==> src/rtl/ps2_rx_fifo.sv <==
// PS/2 device-to-host frame receiver on sysClock with start/parity/stop/timeout checking
// and a show-ahead FIFO presenting received bytes to the decoder through a valid/pop handshake.
module ps2_rx_fifo #(
  parameter int DATA_BITS      = 8,
  parameter int PARITY_EN      = 1,
  parameter int ODD_PARITY     = 1,
  parameter int SYNC_STAGES    = 2,
  parameter int TIMEOUT_CYCLES = 5000,
  parameter int FIFO_DEPTH     = 4
) (
  input  logic                          sysClock,
  input  logic                          sysReset,
  input  logic                          inKeyClk,
  input  logic                          regInData,
  input  logic                          popReq,
  output logic [DATA_BITS-1:0]          outData,
  output logic                          outValid,
  output logic [$clog2(FIFO_DEPTH):0]   fifoCount,
  output logic                          parityErr,
  output logic                          frameErr,
  output logic                          overflow
);

  localparam int PTR_W = $clog2(FIFO_DEPTH);
  localparam int CNT_W = PTR_W + 1;
  localparam int TO_W  = $clog2(TIMEOUT_CYCLES) + 1;
  localparam int BC_W  = $clog2(DATA_BITS) + 1;

  typedef enum logic [1:0] {IDLE, DATA, PARITY, STOP} state_t;

  function automatic logic parityOk(input logic [DATA_BITS-1:0] d, input logic p);
    logic ones;
    ones = (^d) ^ p;
    if (PARITY_EN == 0) return 1'b1;
    return (ODD_PARITY != 0) ? ones : ~ones;
  endfunction

  logic [SYNC_STAGES-1:0] clkSync, dataSync;
  logic                   clkPrev;
  logic                   fall, bitIn;

  state_t                 state, stateNxt;
  logic [BC_W-1:0]        bitCnt, bitCntNxt;
  logic [DATA_BITS-1:0]   shiftReg, shiftNxt;
  logic                   parBit, parNxt;
  logic [TO_W-1:0]        toCnt, toNxt;
  logic                   pushReq, pErrNxt, fErrNxt;

  logic [DATA_BITS-1:0]   mem [FIFO_DEPTH];
  logic [PTR_W-1:0]       wrPtr, rdPtr;
  logic [CNT_W-1:0]       count;
  logic                   full, doPop, doPush, drop;

  // Stage: pin synchronisers, preset high so reset release never looks like a fall
  always_ff @(posedge sysClock or posedge sysReset) begin
    if (sysReset) begin
      clkSync  <= '1;
      dataSync <= '1;
      clkPrev  <= 1'b1;
    end else begin
      clkSync  <= {clkSync[SYNC_STAGES-2:0], inKeyClk};
      dataSync <= {dataSync[SYNC_STAGES-2:0], regInData};
      clkPrev  <= clkSync[SYNC_STAGES-1];
    end
  end

  assign fall  = clkPrev & ~clkSync[SYNC_STAGES-1];
  assign bitIn = dataSync[SYNC_STAGES-1];

  // Stage: frame FSM, advances on falls except for the inter-edge timeout abort
  always_comb begin
    stateNxt  = state;
    bitCntNxt = bitCnt;
    shiftNxt  = shiftReg;
    parNxt    = parBit;
    toNxt     = '0;
    pushReq   = 1'b0;
    pErrNxt   = 1'b0;
    fErrNxt   = 1'b0;
    if (state != IDLE && !fall) toNxt = toCnt + TO_W'(1);
    if (fall) begin
      case (state)
        IDLE: begin
          if (!bitIn) begin
            stateNxt  = DATA;
            bitCntNxt = '0;
          end
        end
        DATA: begin
          shiftNxt  = {bitIn, shiftReg[DATA_BITS-1:1]};
          bitCntNxt = bitCnt + BC_W'(1);
          if (bitCnt == BC_W'(DATA_BITS - 1)) stateNxt = (PARITY_EN != 0) ? PARITY : STOP;
        end
        PARITY: begin
          parNxt   = bitIn;
          stateNxt = STOP;
        end
        STOP: begin
          stateNxt = IDLE;
          fErrNxt  = ~bitIn;
          pErrNxt  = ~parityOk(shiftReg, parBit);
          pushReq  = bitIn & parityOk(shiftReg, parBit);
        end
        default: stateNxt = IDLE;
      endcase
    end else if (state != IDLE && toCnt == TO_W'(TIMEOUT_CYCLES - 1)) begin
      stateNxt = IDLE;
      fErrNxt  = 1'b1;
      toNxt    = '0;
    end
  end

  always_ff @(posedge sysClock or posedge sysReset) begin
    if (sysReset) begin
      state     <= IDLE;
      bitCnt    <= '0;
      shiftReg  <= '0;
      parBit    <= 1'b0;
      toCnt     <= '0;
      parityErr <= 1'b0;
      frameErr  <= 1'b0;
    end else begin
      state     <= stateNxt;
      bitCnt    <= bitCntNxt;
      shiftReg  <= shiftNxt;
      parBit    <= parNxt;
      toCnt     <= toNxt;
      parityErr <= pErrNxt;
      frameErr  <= fErrNxt;
    end
  end

  // Stage: show-ahead FIFO; a pop frees the slot so a push into a full FIFO still lands
  assign full   = (count == CNT_W'(FIFO_DEPTH));
  assign doPop  = popReq && (count != '0);
  assign doPush = pushReq && (!full || doPop);
  assign drop   = pushReq && full && !doPop;

  always_ff @(posedge sysClock or posedge sysReset) begin
    if (sysReset) begin
      wrPtr    <= '0;
      rdPtr    <= '0;
      count    <= '0;
      overflow <= 1'b0;
    end else begin
      if (doPush) wrPtr <= wrPtr + PTR_W'(1);
      if (doPop)  rdPtr <= rdPtr + PTR_W'(1);
      count    <= count + CNT_W'(doPush) - CNT_W'(doPop);
      overflow <= drop;
    end
  end

  always_ff @(posedge sysClock) begin
    if (doPush) mem[wrPtr] <= shiftReg;
  end

  assign outValid  = (count != '0);
  assign outData   = outValid ? mem[rdPtr] : '0;
  assign fifoCount = count;

endmodule
==> config.mk <==
export PLATFORM = sky130hd
export DESIGN_NAME = ps2_rx_fifo
export DESIGN_NICKNAME = d
export VERILOG_FILES = /design/src/rtl/ps2_rx_fifo.sv
export SDC_FILE = /design/constraint.sdc
export NUM_CORES = 1
export LEC_CHECK = 0
export CAP_MARGIN = 5
export CORE_MARGIN = 4
export CORE_UTILIZATION = 35
export CTS_CLUSTER_DIAMETER = 30
export DETAILED_ROUTE_END_ITERATION = 10
export PLACE_DENSITY = 0.58
export SETUP_SLACK_MARGIN = 0.3
export SYNTH_ARGS = -nofsm -noshare
export SYNTH_HDL_FRONTEND = slang
export SYNTH_SLANG_ARGS = --single-unit
==> constraint.sdc <==
create_clock -name sysClock -period 2.99 [get_ports sysClock]
set_input_delay 0.4485 -clock sysClock [delete_from_list [all_inputs] [get_ports sysClock]]
set_output_delay 0.4485 -clock sysClock [all_outputs]
set_load 0.05 [all_outputs]
Word-level counts from Yosys, hierarchy flattened
Memories as Yosys holds them, arrays and structs flattened.
Index checks and enable logic that the tools add are counted.
{"block": "word_totals", "mem_bits_rw": 32, "latchBits": 0, "inputBits": 5, "romBits": 0, "ff_bits": 44, "mem_count": 1}
{"memory": "mem", "depth": 4, "word_bits": 8, "rd": 1, "rd_ports_with_merged_regs": 0, "wr": 1, "line_no": "49", "source": "logic [DATA_BITS-1:0] mem [FIFO_DEPTH];"}
{"block": "classes", "n_addsub": 6, "n_div": 0, "magnitude_cmp": 0, "bitwise_logic": 6, "muxes": 20, "n_shift": 0, "n_reduce_logical": 20, "eq_ne": 9, "n_mul": 0}
{"operator": "$mux W14", "n": 3}
{"operator": "$add A14 B1 Y14 const B", "n": 1}
{"operator": "$eq A14 B13 Y1 const B", "n": 1}
{"operator": "$mux W1", "n": 9}
{"operator": "$mux W2", "n": 4}
{"operator": "$mux W8", "n": 1}
{"operator": "$pmux W2 S4", "n": 1}
{"operator": "$pmux W4 S2", "n": 1}
{"operator": "$reduce_xor A8 Y1", "n": 1}
{"operator": "$logic_and A1 B1 Y1", "n": 6}
{"operator": "$ne A3 B3 Y1 const B", "n": 2}
{"operator": "$reduce_and A3 Y1", "n": 2}
{"operator": "$reduce_bool A2 Y1", "n": 3}
{"operator": "$add A2 B1 Y2 const B", "n": 2}
{"operator": "$add A4 B1 Y4 const B", "n": 1}
{"operator": "$eq A2 B2 Y1 const B", "n": 2}
{"operator": "$eq A4 B3 Y1 const B", "n": 1}
{"operator": "$mux W4", "n": 1}
{"operator": "$reduce_and A2 Y1", "n": 2}
{"operator": "$add A3 B1 Y3", "n": 1}
{"operator": "$eq A3 B3 Y1 const B", "n": 1}
{"operator": "$logic_not A1 Y1", "n": 3}
{"operator": "$not A1 Y1", "n": 3}
{"operator": "$reduce_bool A3 Y1", "n": 1}
{"operator": "other kinds (7)", "n": 8}

Longest topological paths before layout
Gate-level depths: netlist of run 1.
{"block": "logic_depth", "word_depth": 8, "depth_mapped": 12, "mapped_depth_nobuf": 12}

Worst setup path after synthesis of run 1
OpenSTA, ideal clock, no wires.
{"block": "synth_timing", "path_kind": "reg2reg", "start": "register count[1], in the netlist fifoCount[1]", "end": "register count[2], in the netlist fifoCount[2]", "path_slack_ps": 55, "path_stages_with_launch": 11, "setup_ps": 141, "period_less_slack_ps": 2935, "arrival_ps": 2794, "path_buffers": 1, "required_ps": 2849, "path_cell_list": "dfrtp_1 > or3_1 > clkbuf_1 > and2_1 > ha_1 > inv_1 > ha_1 > inv_1 > fa_1 > xnor2_1 > xnor2_1"}
{"block": "synth_via", "elab_chain_len": 6}
{"element": "start, declared", "line_no": "51", "source": "logic [CNT_W-1:0] count;"}
{"element": "start signal, assigned", "line_no": "148", "source": "count <= count + CNT_W'(doPush) - CNT_W'(doPop);"}
{"element": "$reduce_bool A3 Y1 *"}
{"element": "via outValid", "line_no": "17", "source": "output logic outValid,"}
{"element": "$logic_and A1 B1 Y1 *", "line_no": "135", "source": "assign doPop = popReq && (count != '0);"}
{"element": "$logic_or A1 B1 Y1", "line_no": "136", "source": "assign doPush = pushReq && (!full || doPop);"}
{"element": "$logic_and A1 B1 Y1", "line_no": "136"}
{"element": "$add A3 B1 Y3", "line_no": "148"}
{"element": "$sub A3 B1 Y3 *", "line_no": "148"}
The timed path passes the listed nets; every way through them passes the cells marked *.
A chain may end at the register's enable or synchronous reset.

Final worst setup path of run 1
{"block": "layout_timing", "start": "register shiftReg[7]", "end": "register count[2], in the netlist fifoCount[2]"}
{"block": "layout_via", "elab_chain_len": 8}
{"element": "start, declared", "line_no": "44", "source": "logic [DATA_BITS-1:0] shiftReg, shiftNxt;"}
{"element": "start signal, assigned", "line_no": "125", "source": "shiftReg <= shiftNxt;"}
{"element": "$reduce_xor A8 Y1", "line_no": "33", "source": "ones = (^d) ^ p;"}
{"element": "$xor A1 B1 Y1", "line_no": "33"}
{"element": "$and A1 B1 Y1", "line_no": "102", "source": "pushReq = bitIn & parityOk(shiftReg, parBit);"}
{"element": "$mux W1", "line_no": "82", "source": "case (state)"}
{"element": "$mux W1", "line_no": "81", "source": "if (fall) begin"}
{"element": "$logic_and A1 B1 Y1", "line_no": "136"}
{"element": "$add A3 B1 Y3", "line_no": "148"}
{"element": "$sub A3 B1 Y3", "line_no": "148"}
Every way passes these cells.

==> results.ini, run 1 <==
[finish]
final_cell_mix=edfxtp_1, dfrtp_1, nor2_1
area_delta_synth_final_pct=18.22
seqCellArea_um2=2079
multiInputGateArea_um2=1294
final_common_cell=edfxtp_1
antenna_cells=0
drive_above_1_share=0.2662
fill_cells=882
layout.nets=291

[setup_path]
rr_endpoint=fifoCount[2]$_DFF_PP0_
end_kind=register
path_max_fanout=3
rrSetupSlack_ps=390
slowest_stage=dfrtp_2
worstPathRequired_ps=3260
max_stage_delay_ps=450
cp-startpoint=shiftReg[7]$_DFFE_PP0P_
crit_path_cell_trace=xnor2_2 > xnor3_2 > mux2i_4 > inv_1 > ha_1 > inv_1 > ha_1 > inv_1 > fa_2 > xnor2_1 > xnor2_1
reg2reg_depth=11
crit_path_frequent_cell=inv_1
crit_end=fifoCount[2]$_DFF_PP0_
path_class=register to register
critPathArrivalTime_ps=2870
reg2reg_from=shiftReg[7]$_DFFE_PP0P_
crit_path_start_kind=register

[sta]
fmax_mhz=384.6
clock_skew_ps=4.827
finalSetupViolCount=0
fin_crit_ps=2600
fin_ws_ps=389.7
post-route-period-util=0.8696
setup-tns-final_ps=0
hold_slack_ps=358.2
relSlewSlack=0.4961
worstMarginPinSlew_ps=753.2
hold_violations=0
rsz0062_at_grt=no
drv_slew=0

[die]
initial_core_util=0.3642
die_h_um=106.8
pin_count=20
num_rows=35
dieArea_um2=11400
core_area_um2=9371
die_x_um=106.8

[logic_synthesis]
synth_cell_types=45
ys_async_sr_fraction=0.5789
yosys.area_share.adder=0.04985
synth_xor_area_frac=0.06525
syn_nets=256
synth.avg_cell_area_um2=14.34
synth_edf_count=32
ys_seq_area_frac=0.6059
synth_compound_area_frac=0.02859
synth_top_family_by_area=simple AND/OR/NAND/NOR gates
synth-seq-cells=76
yosys.area_share.simple=0.1250
yosys_most_used_dff=dfrtp_1
post_synth_instance_area_um2=3413
synth_mux_area_frac=0.1041
yosysWarnings=0
synthCells=238

[global_routing]
grt.met1_usage=0.1302
grt_util_met2=0.1776
grt_pass1_wl_um=9397
track_usage=0.1077
grt_pass1_vias=1883
gr-total-overflow=0
grt_max_degree=26
busiest_layer=met2
antenna_found_initial=0
grt_use_met3=0.04275

[detailed_routing]
firstDrtPassIters=4
vias=1892
drc=0
antenna_left=0
viasPerCell=4.649
drt-wirelength-per-cell_um=13.96
wirelength_um=5680
drt-initial-drc-count=47

[placement]
port_buffers=19
pre_cts_ws_ps=57.85
gp_congestion=0.7591
dpl.hpwl_um=3832

[flow_run]
drv_cap=0

[clock_network]
insertion_delay_ps=340
htree_levels=3
root_buffer=clkbuf_8
cts_buffers=9
clk_pin_slew_ps=80
cts_tree=built
cts_num_sinks=76
cts.path.max_buffers=2
holdBufCountCts=0

[worst_hold_path]
holdCritStartpoint=dataSync[0]$_DFF_PP1_
hp-class=register to register

[power_and_ir_drop]
p_seq_frac=0.381
pwr-share-clk=0.213
p_int_mw=2.288
switching_share=0.3731
ir_drop_uv=374.0
p_leak_nw=1.601
switchingPower_mw=1.362
combPwrFrac=0.406
p_per_area_nw_per_um2=904.6

[outcome]
status=finished, final reports clean

==> cells by family (layout without fill, tap and decap cells) <==
group | count (synthesis) | after routing
AO/OA/AOI/OAI | 11 | 11
XOR/XNOR | 22 | 22
adder cells (fa/ha/maj) | 13 | 13
buffers and inverters | 17 | 57
flip-flops | 76 | 76
multiplexers | 23 | 23
AND/OR/NAND/NOR | 76 | 76
==> worst min-delay path by stage <==
stage / end / slack (ps) / cells past startpoint
6_report: dataSync[1]$_DFF_PP1_ / 360 / 0
2_1_floorplan: clkSync[1]$_DFF_PP1_ / 350 / 0
4_1_cts: dataSync[1]$_DFF_PP1_ / 360 / 0
5_1_grt: dataSync[1]$_DFF_PP1_ / 370 / 0
3_3_place_gp: clkSync[1]$_DFF_PP1_ / 350 / 0
3_5_place_dp: dataSync[1]$_DFF_PP1_ / 350 / 0
==> metrics by stage <==
step / instance area (um^2) / std cells / utilization / power [mW]
final: 4035 / 407 / 0.4306 / 3.650
after global routing: 4035 / 407 / 0.4306 / 3.875
after CTS: 3965 / 401 / 0.4231 / 3.619
after detailed placement: 3775 / 385 / 0.4028 / 2.894
after global placement: 3775 / 385 / 0.4028 / 2.877
after floorplan: 3422 / 238 / - / 2.499
==> synthesized netlist by cell type, types with 5 or more instances <==
library cell  count  area [um^2]
and2_1           11        68.82
dfrtp_1          39        975.9
dfstp_2           5        131.4
edfxtp_1         32        960.9
ha_1             12        150.1
inv_1            12        45.04
mux2_2           10        112.6
mux4_2            8        180.2
nand2_1          14        52.55
nand3_1           7        35.03
nor2_1           17        63.81
xnor2_1          12        105.1
xor2_1            8        70.07
==> final cells by class <==
| type | instances | share of cell area |
|---|---|---|
| clock buffer | 11 | 0.03504 |
| clock inverter | 5 | 0.01457 |
| inverter | 12 | 0.01116 |
| multi-input combinational | 145 | 0.3206 |
| sequential | 76 | 0.5153 |
| tap | 129 | 0.04000 |
| timing repair buffer | 29 | 0.06326 |
==> registers in the layout, summed over array words and instances (netlist names), 2 cells and up <==
signal,cells
bitCnt,4
clkSync,2
dataSync,2
fifoCount,3
mem,32
rdPtr,2
shiftReg,8
state,2
toCnt,14
wrPtr,2
==> what timing repair did <==
| item | CTS | global route |
|---|---|---|
| resized for setup | 8 | 9 |
| endpoints found under the setup margin | 8 | 1 |
| hold endpoints to repair | 0 | 0 |
| setup buffers | 0 | 6 |
| pin swaps | 0 | 5 |
==> power groups by stage <==
| stage | sequential, mW | clock, mW | combinational [mW] |
|---|---|---|---|
| after floorplan | 1.43 | 0 | 1.07 |
| after global routing | 1.42 | 0.868 | 1.59 |
| final | 1.39 | 0.779 | 1.48 |
| after CTS | 1.39 | 0.811 | 1.41 |
| after global placement | 1.41 | 0 | 1.47 |
| after detailed placement | 1.42 | 0 | 1.48 |
==> critical path: cells and delay by family (launching register included) <==
kind,cells,cell delay [ps]
buffers and inverters,3,160
DFF,1,450
adders and majority gates,3,750
muxes,1,240
xor gates and xnor gates,4,910
==> metal layers <==
metal | vias up | wire length, um | part of all wire
li1 | 919 | - | -
met1 | 933 | 2531 | 0.45
met2 | 32 | 2807 | 0.49
met3 | 8 | 261 | 0.046
met4 | 0 | 79 | 0.014
met5 | - | 0 | 0
No activity file was read; power rests on OpenSTA's default activity.
==> run 2: changes to the inputs <==
--- a/config.mk
+++ b/config.mk
@@ -6,7 +6,6 @@
 export NUM_CORES = 1
 export LEC_CHECK = 0
 export CAP_MARGIN = 5
-export CORE_MARGIN = 4
 export CORE_UTILIZATION = 35
 export CTS_CLUSTER_DIAMETER = 30
 export DETAILED_ROUTE_END_ITERATION = 10
==> run 2 against run 1 <==
Wire length is 0.12% higher. Clock-buffer cell count fell by 2. Non-clock buffer count rose by 1. Highest routed layer unchanged.
==> results.ini, run 2 (same netlist as run 1, synthesis figures left out) <==
[outcome]
status=finished, final reports clean

[sta]
rsz0062_at_grt=no
relSlewSlack=0.4717
drv_slew=0
worstMarginPinSlew_ps=789.7
fmax_mhz=392.3
fin_crit_ps=2549
clock_skew_ps=9.294
fin_ws_ps=441.0
post-route-period-util=0.8525
setup-tns-final_ps=0
finalSetupViolCount=0
hold_violations=0

[global_routing]
grt_max_degree=45
grt.met1_usage=0.1611
grt_pass1_vias=1941
antenna_found_initial=0
grt_pass1_wl_um=9632
gr-total-overflow=0
grt_util_met2=0.2034
grt_use_met3=0.04092
track_usage=0.1290
busiest_layer=met2

[clock_network]
cts.path.max_buffers=2
holdBufCountCts=0
clk_pin_slew_ps=80
cts_num_sinks=76
root_buffer=clkbuf_8
htree_levels=3
cts_buffers=9
insertion_delay_ps=350
cts_tree=built

[finish]
final_common_cell=edfxtp_1
area_delta_synth_final_pct=19.10
top_regs=mem: 32 flops, toCnt: 14 flops, shiftReg: 8 flops
largest_reg_flops=32
final_cell_mix=edfxtp_1, dfrtp_1, nor2_1
largest_register=mem
layout.nets=292
drive_above_1_share=0.2688
antenna_cells=0

[die]
initial_core_util=0.3659
pin_count=20
die_h_um=100.8
dieArea_um2=10150
num_rows=35
die_x_um=100.8
core_area_um2=9328

[detailed_routing]
drt-initial-drc-count=52
antenna_left=0
wirelength_um=5687
drt-wirelength-per-cell_um=13.94
firstDrtPassIters=4
vias=1885
viasPerCell=4.620
drc=0

[placement]
gp_congestion=0.7333
port_buffers=19
dpl.hpwl_um=3804
pre_cts_ws_ps=52.61

[setup_path]
cp_num_buf_inv=3
crit_path_start_kind=register
end_kind=register
path_max_fanout=4
slowest_stage=xnor3_2
cpLargestDelayFamily=XOR/XNOR gates
worstPathRequired_ps=3260
path_class=register to register
max_stage_delay_ps=450
crit_path_cell_trace=xnor2_2 > xnor3_2 > mux2i_4 > inv_1 > ha_1 > inv_1 > ha_1 > inv_1 > fa_2 > xnor2_1 > xnor2_1
crit_path_frequent_cell=inv_1
critPathArrivalTime_ps=2820

[power_and_ir_drop]
ir_drop_uv=403.8
p_leak_nw=1.616
p_per_area_nw_per_um2=926.4

[worst_hold_path]
hp-class=register to register

[flow_run]
drv_cap=0

[run 2: changes by cell type in the layout (fill, tap and decap cells not counted)]
cell       previous run  this run
buf_4                10        11
bufinv_16             1         2
clkbuf_1              1         0
clkbuf_8             10         9
clkinv_1              0         1
clkinv_2              1         0
inv_8                 0         1
[run 2: layout make-up]
class,count,area (um^2)
fill,862,5263
tap,129,161.4
timing repair buffer,30,262.8
inverter,12,45.04
sequential,76,2079
multi-input combinational,145,1294
clock inverter,7,98.84
clock buffer,9,123.9
[run 2: metal layers]
metal	part of all wire	vias up	wire length, um
met5	0	-	0
met4	0.012	0	70
met3	0.030	6	172
met2	0.48	23	2707
met1	0.48	935	2738
li1	-	921	-
[run 2: worst reg2reg max path, cell delays in order, from the launching register on]
cell and delay (ps):
dfrtp_2 440, xnor2_2 130, xnor3_2 450, mux2i_4 250
inv_1 60, ha_1 280, inv_1 50, ha_1 120
inv_1 50, fa_2 330, xnor2_1 190, xnor2_1 130
[run 2: per-stage QoR]
stage | instance area, um^2 | utilization | hold WS (ps) | instances | power [mW]
final | 4065 | 0.4358 | 357.3 | 408 | 3.766
after global routing | 4065 | 0.4358 | 361.2 | 408 | 3.987
after CTS | 3988 | 0.4275 | 359.0 | 401 | 3.708
after detailed placement | 3775 | 0.4047 | 347.5 | 385 | 2.897
after global placement | 3775 | 0.4047 | 346.8 | 385 | 2.875
after floorplan | 3422 | - | 345.2 | 238 | 2.499
[run 2: report_power, final]
| group | switching, mW | internal [mW] | total (mW) |
|---|---|---|---|
| clock network | 0.391 | 0.475 | 0.866 |
| logic | 0.858 | 0.658 | 1.52 |
| registers | 0.141 | 1.24 | 1.38 |
| total | 1.39 | 2.38 | 3.77 |
[run 2: path summary, 6_finish.rpt]
path,from,endpoint,slack [ps],cells past startpoint
worst min-delay path,dataSync[0]$_DFF_PP1_,dataSync[1]$_DFF_PP1_,360,0
worst min register to register,dataSync[0]$_DFF_PP1_,dataSync[1]$_DFF_PP1_,360,0
max in group asynchronous,sysReset,shiftReg[4]$_DFFE_PP0P_,2010,3
worst max-delay path,shiftReg[7]$_DFFE_PP0P_,fifoCount[2]$_DFF_PP0_,440,11
min in group asynchronous,sysReset,rdPtr[0]$_DFFE_PP0N_,550,3
worst max register to register,shiftReg[7]$_DFFE_PP0P_,fifoCount[2]$_DFF_PP0_,440,11
[run 2: timing repair]
action	in CTS	in global routing
setup buffers	0	7
endpoints found under the hold margin	0	0
pin swaps	0	4
endpoints found under the setup margin	8	1
gates resized for setup	8	9
==> run 3: changes to the inputs <==
--- a/config.mk
+++ b/config.mk
@@ -11,6 +11,7 @@
 export DETAILED_ROUTE_END_ITERATION = 10
 export PLACE_DENSITY = 0.58
 export SETUP_SLACK_MARGIN = 0.3
+export SLEW_MARGIN = 25
 export SYNTH_ARGS = -nofsm -noshare
 export SYNTH_HDL_FRONTEND = slang
 export SYNTH_SLANG_ARGS = --single-unit
==> results of run 3 <==
No change in the layout: final DEF, timing and power equal those of run 2.
==> RTL edit (config.mk and constraints of run 3) <==
The parameter `DATA_BITS` goes from 8 to 16.
--- a/src/rtl/ps2_rx_fifo.sv
+++ b/src/rtl/ps2_rx_fifo.sv
@@ -1,7 +1,7 @@
 // PS/2 device-to-host frame receiver on sysClock with start/parity/stop/timeout checking
 // and a show-ahead FIFO presenting received bytes to the decoder through a valid/pop handshake.
 module ps2_rx_fifo #(
-  parameter int DATA_BITS      = 8,
+  parameter int DATA_BITS      = 16,
   parameter int PARITY_EN      = 1,
   parameter int ODD_PARITY     = 1,
   parameter int SYNC_STAGES    = 2,
Interface: changed (resized outData); port bits go from 20 to 28. The function was not compared with the original's and may differ.
==> RTL edit against run 3 <==
  * Global-route usage up 0.95 points
  * Worst hold slack worse by 0.0036 ns
  * First-iteration DRC count increased by 130%
  * Clock skew hardly changed
  * Area after synthesis increased by 46%
  * Count of clock-buffer cells in the layout increased by 12
  * Cell count up 41%
  * Cell area rose by 52%
  * Sequential cell count is 41 higher
  * Routed wire length increased by 57%
  * Worst setup slack lost 0.062 ns
  * Power grew 69%
  * Critical path type unchanged
==> RTL edit: results (changes against run 3) <==
{| class="wikitable"
! Metric !! Value
|-
| Slowest-stage cell, CP || sky130_fd_sc_hd__xnor3_1 (was sky130_fd_sc_hd__xnor3_2)
|-
| Outcome || complete, no violations (unchanged)
|-
| Clock buffers created by TritonCTS || 17 (was 9)
|-
| H-tree depth || 4 (was 3)
|-
| Clock network latency to the later pin of the worst-skew pair || 0.41 ns (was 0.35 ns)
|-
| Transition time at the pin with the least slew margin || 0.8035 ns (was 0.7897 ns)
|-
| Placement Setup Slack || 0.1141 ns (was 0.05261 ns)
|-
| Global Route met1 Usage || 17.24% (was 16.11%)
|-
| Wire length of the first global-routing pass || 14,870 um (was 9632 um)
|-
| Root buffer cell || sky130_fd_sc_hd__clkbuf_16 (was sky130_fd_sc_hd__clkbuf_8)
|-
| Highest fanout seen on the critical path || 3 (was 4)
|-
| Fraction of final layout cells with drive strength greater than 1 || 28.21% (was 26.88%)
|-
| P_int || 4230 uW (was 2377 uW)
|-
| Maximum clock skew at final layout || 0.009592 ns (was 0.009294 ns)
|-
| Dpl hpwl || 5605 um (was 3804 um)
|-
| Top post-synthesis cells by count || 64 x sky130_fd_sc_hd__edfxtp_1, 48 x sky130_fd_sc_hd__dfrtp_1, 22 x sky130_fd_sc_hd__and2_1 (was 39 x sky130_fd_sc_hd__dfrtp_1, 32 x sky130_fd_sc_hd__edfxtp_1, 17 x sky130_fd_sc_hd__nor2_1)
|-
| Routed wire length per instance || 15.45 um (was 13.94 um)
|-
| Total leakage power || 0.002496 uW (was 0.001616 uW)
|-
| Data arrival time of the critical path || 2.90 ns (was 2.82 ns)
|-
| Total of fill cells in the finished design || 1,262 (was 862)
|-
| Pin count of the biggest net entering global routing || 28 (was 45)
|-
| Proportion of register bits with asynchronous set or reset after synthesis || 45.30% (was 57.89%)
|-
| Gpl congestion || 0.7280 (was 0.7333)
|-
| Iteration-0 DRC Markers || 117 (was 52)
|-
| Global Route Usage Sum || 13.84% (was 12.90%)
|}
-- RTL edit: cell types whose count changed after synthesis, sizes merged, moves of 4 or more --
| cell | delta |
|---|---|
| a21oi | +4 |
| xnor2 | +6 |
| dfrtp | +9 |
| edfxtp | +32 |
| mux4 | +8 |
| mux2i | -4 |
| clkbuf | +5 |
| mux2 | +8 |
| o21ai | +5 |
| and2 | +7 |
-- RTL edit: worst paths after layout --
path                                  start           end  slack, ns  depth (start not counted)
worst max-delay path            shiftReg[1]  fifoCount[2]       0.38                         11
max in group asynchronous          sysReset     bitCnt[2]       1.93                          3
worst min register to register  dataSync[0]   dataSync[1]       0.35                          0
min in group asynchronous          sysReset     toCnt[11]       0.42                          2
worst max register to register  shiftReg[1]  fifoCount[2]       0.38                         11
worst min-delay path            dataSync[0]   dataSync[1]       0.35                          0
-- RTL edit: per-layer routing --
metal	routed length, um	up-vias	share of wire [%]
li1	-	1311	-
met1	4144	1386	46
met4	88	0	0.99
met5	0	-	0
met2	4407	46	49
met3	275	8	3.1
-- RTL edit: cell families (layout without fill, tap and decap cells) --
family	Yosys count	after routing	share of synthesized area [%]
xor+xnor	30	30	5.537
buf+inv	26	92	2.029
fa+ha+maj	14	14	3.658
compound gates	21	21	2.606
mux	35	35	11.55
flops	117	117	65.17
simple gates	88	88	9.446
-- RTL edit: metrics by stage --
step,cells,power (uW),instance area (um^2)
finish,577,6372,6191
global route,577,6701,6191
CTS,572,6384,6147
detailed placement,537,4249,5492
global placement,537,4209,5492
floorplan,331,3659,4994
-- RTL edit: timing repair --
action | in CTS | in global routing
setup endpoints to repair | 2 | 2
buffers inserted | 3 | 5
pin swaps | 3 | 8
gates resized for setup | 8 | 3
-- RTL edit: power groups by stage --
stage               Combinational [uW]  Sequential [uW]  Clock (uW)
finish                            2180             2140        2050
global route                      2370             2180        2150
CTS                               2150             2150        2090
detailed placement                2080             2170           0
global placement                  2050             2160           0
floorplan                         1510             2150           0
-- RTL edit: final cells by class --
cell class / count / area (um^2) / area share (%)
Sequential cell: 117 / 3261 / 52.67
Multi-Input combinational cell: 188 / 1673 / 27.02
Clock buffer: 21 / 440.4 / 7.114
Timing Repair Buffer: 45 / 377.9 / 6.103
Tap cell: 180 / 225.2 / 3.638
Clock inverter: 11 / 157.7 / 2.546
Inverter: 15 / 56.30 / 0.9095
